`src/rtl/boreal_replay_dump_ctrl.sv`:
```
// -----------------------------------------------------------------------------
// boreal_replay_dump_ctrl
//
// Host-side extraction engine for the replay ledger. On an accepted start it
// walks a range of ledger entries through the ledger's 1-cycle-latency read
// port. It emits them as a framed byte stream over a valid/ready handshake:
//
//   SYNC_BYTE, count_hi, count_lo, 6 bytes per entry (MSB first), checksum
//
// The checksum is the XOR of every byte after SYNC.
//
// Ports
//   clk          clock
//   rst_n        asynchronous active-low reset
//   start        1-cycle dump request, only looked at while idle
//   start_addr   first ledger address of the dump (sampled with start)
//   entry_count  number of entries, 0 ignored, >1024 clamped (sampled with start)
//   abort        cancels the frame in progress
//   rd_addr      registered ledger read address
//   rd_data      ledger read data {mu_t, epsilon, hrv_metric}, valid 1 cycle
//                after rd_addr
//   tx_data      byte to the host transmitter
//   tx_valid     tx_data valid
//   tx_ready     transmitter accepts the byte (transfer = tx_valid & tx_ready)
//   busy         a frame is in progress
//   done         1-cycle pulse after the checksum byte has transferred
//   aborted      1-cycle pulse after a frame was cancelled by abort
// -----------------------------------------------------------------------------
module boreal_replay_dump_ctrl #(
  parameter int         ADDR_W    = 10,
  parameter logic [7:0] SYNC_BYTE = 8'hA5
) (
  input  logic              clk,
  input  logic              rst_n,
  input  logic              start,
  input  logic [ADDR_W-1:0] start_addr,
  input  logic [10:0]       entry_count,
  input  logic              abort,
  output logic [ADDR_W-1:0] rd_addr,
  input  logic [47:0]       rd_data,
  output logic [7:0]        tx_data,
  output logic              tx_valid,
  input  logic              tx_ready,
  output logic              busy,
  output logic              done,
  output logic              aborted
);

  typedef enum logic [2:0] {
    S_IDLE,
    S_HDR,
    S_FETCH,
    S_LATCH,
    S_SEND,
    S_CSUM
  } state_t;

  localparam logic [10:0] MAX_COUNT = 11'd1024;

  state_t            state;
  state_t            state_nxt;

  logic [2:0]        byte_idx;   // byte position inside header (0..2) or entry (0..5)
  logic [10:0]       count_q;    // clamped entry count, reported in the header
  logic [10:0]       remain_q;   // entries still to be sent
  logic [ADDR_W-1:0] addr_q;     // address of the entry being fetched/sent
  logic              done_q;
  logic              aborted_q;

  logic [47:0]       shreg;      // entry being sent, current byte in [47:40]
  logic [7:0]        csum;

  logic              accept;
  logic              xfer;
  logic              hdr_last;
  logic              send_last;
  logic              cancel;

  // The header carries the clamped count, so clamping happens once at accept.
  function automatic logic [10:0] sat_count(input logic [10:0] c);
    return (c > MAX_COUNT) ? MAX_COUNT : c;
  endfunction

  // Address wraps modulo the ledger depth, so a full-depth dump starting
  // anywhere visits every address exactly once.
  function automatic logic [ADDR_W-1:0] next_addr(input logic [ADDR_W-1:0] a);
    return a + ADDR_W'(1);
  endfunction

  assign accept    = (state == S_IDLE) && start && !abort && (entry_count != 11'd0);
  assign cancel    = (state != S_IDLE) && abort;
  assign xfer      = tx_valid && tx_ready;
  assign hdr_last  = (byte_idx == 3'd2);
  assign send_last = (byte_idx == 3'd5);

  // ---------------------------------------------------------------------------
  // State register
  // ---------------------------------------------------------------------------
  always_ff @(posedge clk or negedge rst_n) begin
    if (!rst_n) begin
      state <= S_IDLE;
    end else begin
      state <= state_nxt;
    end
  end

  // ---------------------------------------------------------------------------
  // Next-state logic. Abort overrides everything, including a transfer that
  // would otherwise complete in the same cycle.
  // ---------------------------------------------------------------------------
  always_comb begin
    state_nxt = state;
    case (state)
      S_IDLE: begin
        if (accept) begin
          state_nxt = S_HDR;
        end
      end
      S_HDR: begin
        if (xfer && hdr_last) begin
          state_nxt = S_FETCH;
        end
      end
      S_FETCH: begin
        state_nxt = S_LATCH;
      end
      S_LATCH: begin
        state_nxt = S_SEND;
      end
      S_SEND: begin
        if (xfer && send_last) begin
          // remain_q is decremented on this same edge; 1 means this was the last entry
          state_nxt = (remain_q == 11'd1) ? S_CSUM : S_FETCH;
        end
      end
      S_CSUM: begin
        if (xfer) begin
          state_nxt = S_IDLE;
        end
      end
      default: begin
        state_nxt = S_IDLE;
      end
    endcase
    if (cancel) begin
      state_nxt = S_IDLE;
    end
  end

  // ---------------------------------------------------------------------------
  // Outputs, decoded from registered state only: tx_valid never depends on
  // tx_ready, and tx_data cannot change while a byte is stalled because
  // none of its sources move without a transfer.
  // ---------------------------------------------------------------------------
  always_comb begin
    tx_valid = 1'b0;
    tx_data  = 8'h00;
    case (state)
      S_HDR: begin
        tx_valid = 1'b1;
        case (byte_idx)
          3'd0:    tx_data = SYNC_BYTE;
          3'd1:    tx_data = {5'b0, count_q[10:8]};
          default: tx_data = count_q[7:0];
        endcase
      end
      S_SEND: begin
        tx_valid = 1'b1;
        tx_data  = shreg[47:40];
      end
      S_CSUM: begin
        tx_valid = 1'b1;
        tx_data  = csum;
      end
      default: begin
        tx_valid = 1'b0;
        tx_data  = 8'h00;
      end
    endcase
  end

  assign busy    = (state != S_IDLE);
  assign done    = done_q;
  assign aborted = aborted_q;
  assign rd_addr = addr_q;

  // ---------------------------------------------------------------------------
  // Frame control: byte position, entry counters, read address, pulses
  // ---------------------------------------------------------------------------
  always_ff @(posedge clk or negedge rst_n) begin
    if (!rst_n) begin
      byte_idx  <= 3'd0;
      count_q   <= 11'd0;
      remain_q  <= 11'd0;
      addr_q    <= '0;
      done_q    <= 1'b0;
      aborted_q <= 1'b0;
    end else begin
      done_q    <= 1'b0;
      aborted_q <= 1'b0;
      if (cancel) begin
        aborted_q <= 1'b1;
      end else begin
        case (state)
          S_IDLE: begin
            if (accept) begin
              count_q  <= sat_count(entry_count);
              remain_q <= sat_count(entry_count);
              addr_q   <= start_addr;
              byte_idx <= 3'd0;
            end
          end
          S_HDR: begin
            if (xfer) begin
              byte_idx <= hdr_last ? 3'd0 : byte_idx + 3'd1;
            end
          end
          S_SEND: begin
            if (xfer) begin
              if (send_last) begin
                byte_idx <= 3'd0;
                remain_q <= remain_q - 11'd1;
                addr_q   <= next_addr(addr_q);
              end else begin
                byte_idx <= byte_idx + 3'd1;
              end
            end
          end
          S_CSUM: begin
            if (xfer) begin
              done_q <= 1'b1;
            end
          end
          default: begin
          end
        endcase
      end
    end
  end

  // ---------------------------------------------------------------------------
  // Datapath: entry shift register and running checksum (no reset needed;
  // the checksum restarts on every accepted start, the shift register is
  // loaded before it is ever sent).
  // ---------------------------------------------------------------------------
  always_ff @(posedge clk) begin
    if (accept) begin
      csum <= 8'h00;
    end else if (xfer && ((state == S_HDR && byte_idx != 3'd0) || state == S_SEND)) begin
      csum <= csum ^ tx_data;
    end

    // rd_data answers the address presented during FETCH, so it is valid in LATCH
    if (state == S_LATCH) begin
      shreg <= rd_data;
    end else if (state == S_SEND && xfer) begin
      shreg <= {shreg[39:0], 8'h00};
    end
  end

endmodule

```
`config.mk`:
```
export PLATFORM = sky130hd
export DESIGN_NAME = boreal_replay_dump_ctrl
export DESIGN_NICKNAME = d
export VERILOG_FILES = /design/src/rtl/boreal_replay_dump_ctrl.sv
export SDC_FILE = /design/constraint.sdc
export NUM_CORES = 1
export LEC_CHECK = 0
export BUFFER_PORTS_ARGS = -buffer_cell sky130_fd_sc_hd__buf_2
export CAP_MARGIN = 20
export CORE_MARGIN = 8
export CORE_UTILIZATION = 56
export CTS_CLUSTER_SIZE = 25
export DETAILED_ROUTE_END_ITERATION = 10
export MAX_ROUTING_LAYER = met4
export PLACE_DENSITY = 0.81
export SYNTH_ARGS = -nofsm -noshare
export SYNTH_HDL_FRONTEND = slang
export SYNTH_SLANG_ARGS = --single-unit
```
`constraint.sdc`:
```
create_clock -name clk -period 5.7 [get_ports clk]
set_clock_uncertainty 0.05 [all_clocks]
set_input_delay 0.285 -clock clk [delete_from_list [all_inputs] [get_ports clk]]
set_output_delay 0.285 -clock clk [all_outputs]
set_load 0.02 [all_outputs]
```
# Word-level counts from Yosys, hierarchy flattened
# Cells that the tools add are included.
[totals]
reg_bits = 96
in_bits = 74
[classes]
n_addsub = 3
order_cmp = 1
n_eq_ne = 17
mux = 31
bitwise_logic = 2
n_reduce_logical = 25
[op_table]
columns = ["op", "count"]
rows = [
  ["48-bit two-way mux", 2],
  ["11-bit two-way mux", 4],
  ["3-bit two-way mux", 11],
  ["10-bit two-way mux", 3],
  ["8-bit one-hot mux with 3 select lines", 1],
  ["11-bit one-hot mux with 2 select lines", 1],
  ["10-bit one-hot mux with 2 select lines", 1],
  ["3-bit one-hot mux with 6 select lines", 1],
  ["8-bit one-hot mux with 2 select lines", 1],
  ["3-bit inequality test (second input constant)", 4],
  ["11-bit by 1-bit == test with 1-bit output (second input constant)", 1],
  ["11-bit > comparator (second input constant)", 1],
  ["11-bit nonzero test", 1],
  ["11-bit by 1-bit subtractor with 11-bit output (second input constant)", 1],
  ["10-bit by 1-bit adder with 10-bit output (second input constant)", 1],
  ["1-bit logical AND", 10],
  ["5-bit AND reduction", 2],
  ["3-bit by 2-bit == test with 1-bit output (second input constant)", 3],
  ["3-bit == test (second input constant)", 3],
  ["3-bit one-hot mux with 3 select lines", 1],
  ["3-bit nonzero test", 3],
  ["2-bit inequality test (second input constant)", 4],
  ["8-bit bitwise XOR", 1],
  ["3-bit by 1-bit == test with 1-bit output (second input constant)", 2],
  ["10 further kinds", 16],
]

# Longest topological paths before layout
[depth]
word_depth = 8
depth_mapped = 8

# Worst setup path after synthesis
# OpenSTA, ideal clock, no wires.
[synth_path]
path_kind = "register to register"
startpoint = "register state[2]"
endpoint = "register shreg[0] (enable)"
setup_time_ns = 0.520
t_arrival_ns = 4.487
path_slack_ns = 0.643
path_stages_with_launch = 7
path_buffers = 3
synth_period_minus_slack_ns = 5.057
path_cell_list = "dfrtp_1 buf_2 and2b_1 nand2b_1 buf_2 clkbuf_1 o21ai_0"
[synth_via]
elab_chain_cells = 6
word_cells_on_any_way = 9
classes_between = "eq/ne (4); mux (1); reduce/logical (4)"
[synth_rtl]
columns = ["item", "line", "text"]
rows = [
  ["start, declared", "60", "state_t state;"],
  ["start signal, assigned", "103", "state <= state_nxt;"],
  ["3-bit by 1-bit == test with 1-bit output (tied with other cells)", "158", "case (state)"],
  ["3-bit OR reduction (no line)", "-", ""],
  ["1-bit two-way mux", "158", ""],
  ["1-bit logical AND", "92", "assign xfer = tx_valid && tx_ready;"],
  ["1-bit logical AND", "256", "end else if (state == S_SEND && xfer) begin"],
  ["2-bit nonzero test (no line) *", "-", ""],
  ["end signal, assigned", "255", "shreg <= rd_data;"],
  ["end signal, assigned", "257", "shreg <= {shreg[39:0], 8'h00};"],
  ["end, declared", "70", "logic [47:0] shreg;"],
]
# Mark *: on every way between the ends. The rest lies on a longest branch, timed or not.
# A chain may end at the register's enable or synchronous reset.

# Worst setup path in the final report
[layout_path]
startpoint = "register state[0]"
endpoint = "register shreg[9] (enable)"
# The elaborated chain is that of the path after synthesis.

==> out/metrics.yaml <==
sta:
  setup_violations: 0
  whs_ps: 1.34
  rsz0062_at_grt: "no"
  worstMarginPinSlew_ps: 955
  fmax_ghz: 0.320
  post-route-period-util_pct: 54.8
  fin_crit_ps: 3120
  setup_tns_ps: 0
  final-max-slew-violation-count: 0
  timing.final.hold_violations: 0
  slew_headroom_pct: 36.1
logic_synthesis:
  async_flop_share_pct: 41.7
  synth-edff-count: 48
  yosysUniqueCellTypes: 68
  synth.largest_area_cell: "edfxtp_1"
  synth_warnings: 0
  synth.most_common_cell: "edfxtp_1"
  synthCells: 449
  synth.ff_latch_count: 96
  syn_area_mm2: 0.00499
  synth_top_area_share_pct: 28.9
  synth-seq-area-share_pct: 52.2
  synth_ff_type: "edfxtp_1"
  syn_nets: 526
  synth_area_leaders: "edfxtp_1, dfrtp_1, mux2_2"
  avgSynthCellArea_um2: 11.1
  synth_commonest_cells: "edfxtp_1, mux2_2, o21ai_0"
final_layout:
  drive_above_1_share_pct: 33.2
  area_growth_syn_to_layout_pct: 14.6
  antenna_cells: 0
  nets: 608
  utilization_pct: 65.9
routing:
  met3_length_um: 821
  wirelength_um: 11300
  avgRoutedWirePerCell_um: 17.6
  drc: 0
  drt_first_iter_violations: 353
  routed-via-count: 3810
  vias_per_cell: 5.92
  wl_met1_um: 4720
  detail-route-antenna-nets: 0
  top_layer: "met4"
  wl_met2_um: 5640
  drt_pass1_iterations: 4
job:
  maxCapViolations: 0
power_and_ir_drop:
  power_density_mw_per_mm2: 476
  peakVddDrop_mv: 0.219
  p_leak_uw: 0.00240
cts:
  h-tree-depth: 3
  clockBufferDepth: 2
  clkTransAtPathRegs_ps: 110
  postCtsSetupBuffers: 0
  insertion_delay_ps: 370
  root_buffer: "clkbuf_8"
  cts_tree: "done"
  clkSinkCount: 96
  cts_made_buffers: 9
  ctsHoldBuffers: 0
  ctsResizeCount: 0
setup_path:
  required_ps: 5660
  crit_family: "simple AND/OR/NAND/NOR gates"
  endpoint_kind: "flip-flop"
  path_buf_inv: 1
  crit_arrival_ps: 3080
  max_stage_delay_ps: 890
  slowest_stage: "dfrtp_1"
  crit_type: "reg2reg"
  cp-start-kind: "flip-flop"
  rrSetupSlack_ps: 2580
  cp_max_fo: 48
  crit_chain: "nor2b_4 -> nand2_2 -> o21ai_4 -> buf_4"
global_routing:
  grt_max_degree: 49
  grt_pass1_vias: 3773
  grt_overflow: 0
  grt_first_pass_wirelength_um: 18500
  grt_util_all_layers_pct: 19.8
  antenna_found_initial: 0
min_path:
  hp-class: "in2async"
place:
  gp_congestion: 0.882
  port_buffers: 95
  dpl.hpwl_um: 8190
floorplanning:
  rows: 34
  die_x_um: 110
  ios: 96
  coreArea_mm2: 0.00868
  dieArea_mm2: 0.0122
  start_util_pct: 57.5
  die-height_um: 110
outcome:
  status: "finished clean"
## path summary, 6_finish.rpt
check	from	depth (start not counted)	to
setup / recovery	state[0]	4	shreg[9]
max in group asynchronous	rst_n	1	remain_q[5]
hold / removal	rst_n	1	remain_q[7]
min in group clk	start_addr[0]	3	rd_addr[0]
hold reg to reg	csum[0]	1	csum[0]
setup reg to reg	state[0]	4	shreg[9]
## where the power goes
part | switching, µW | leakage (µW) | internal, µW
logic | 623 | 0.00127 | 442
registers | 185 | 0.00101 | 987
clock network | 269 | 0.000112 | 218
## layer usage
layer  global-route usage (%)  vias to the layer above
met1                     25.2                     1814
met4                     6.18                        0
met2                     31.1                      150
li1                         -                     1832
met3                     4.07                       14
met5                        -                        -
## registers in the layout (all words and copies together), names as in the netlist
signal and cells:
state 3, byte_idx 3, shreg 48, rd_addr 10
remain_q 11, count_q 11, aborted 1, done 1
csum 8
## metrics by stage
step / total power [µW] / setup slack (ps) / instances / cell area [µm²]
floorplan: 1960 / 643 / 449 / 4990
global placement: 2190 / 2650 / 628 / 5500
detailed placement: 2240 / 2580 / 628 / 5500
CTS: 2730 / 2560 / 644 / 5720
global route: 2900 / 2350 / 644 / 5720
finish: 2720 / 2580 / 644 / 5720
## logic make-up after synthesis
logic type | Yosys count | share of synthesized area [%]
adders and majority gates | 4 | 0.978
DFF | 96 | 52.2
muxes | 52 | 11.7
xor gates and xnor gates | 7 | 1.23
and+or+nand+nor | 137 | 15.4
AOI/OAI and AO/OA | 115 | 14.9
buffers and inverters | 38 | 3.66
## cell usage in the layout, fill, tap and decap left out, types with 3 or more instances in the layout
cell type,synthesis,routed
dfxtp_1,8,8
a32oi_1,5,5
dfrtp_1,40,40
o211ai_1,3,3
mux2_2,47,47
nor2_1,29,29
and3_1,11,11
a22oi_1,4,4
o21ai_0,46,45
nand2b_1,10,10
xor2_1,6,6
ha_1,3,3
edfxtp_1,48,48
o21a_1,4,4
mux2i_1,3,3
a2bb2oi_1,3,3
and4_1,3,3
nor2b_1,5,5
nand3_1,9,9
inv_1,9,9
buf_4,1,5
a32o_1,3,3
inv_8,0,4
or3_1,5,5
buf_2,15,95
nor4_1,6,6
a21oi_1,22,22
nand2_1,33,32
nor3_1,6,6
clkbuf_8,0,9
## cell type report
cell class | count | area, µm²
Fill cell | 685 | 2960
Sequential cell | 96 | 2600
Multi-Input combinational cell | 315 | 2220
Timing Repair Buffer | 100 | 513
Tap cell | 108 | 135
Clock buffer | 9 | 124
Clock inverter | 7 | 92.6
Inverter | 9 | 33.8
(Power assumes the default switching activity.)
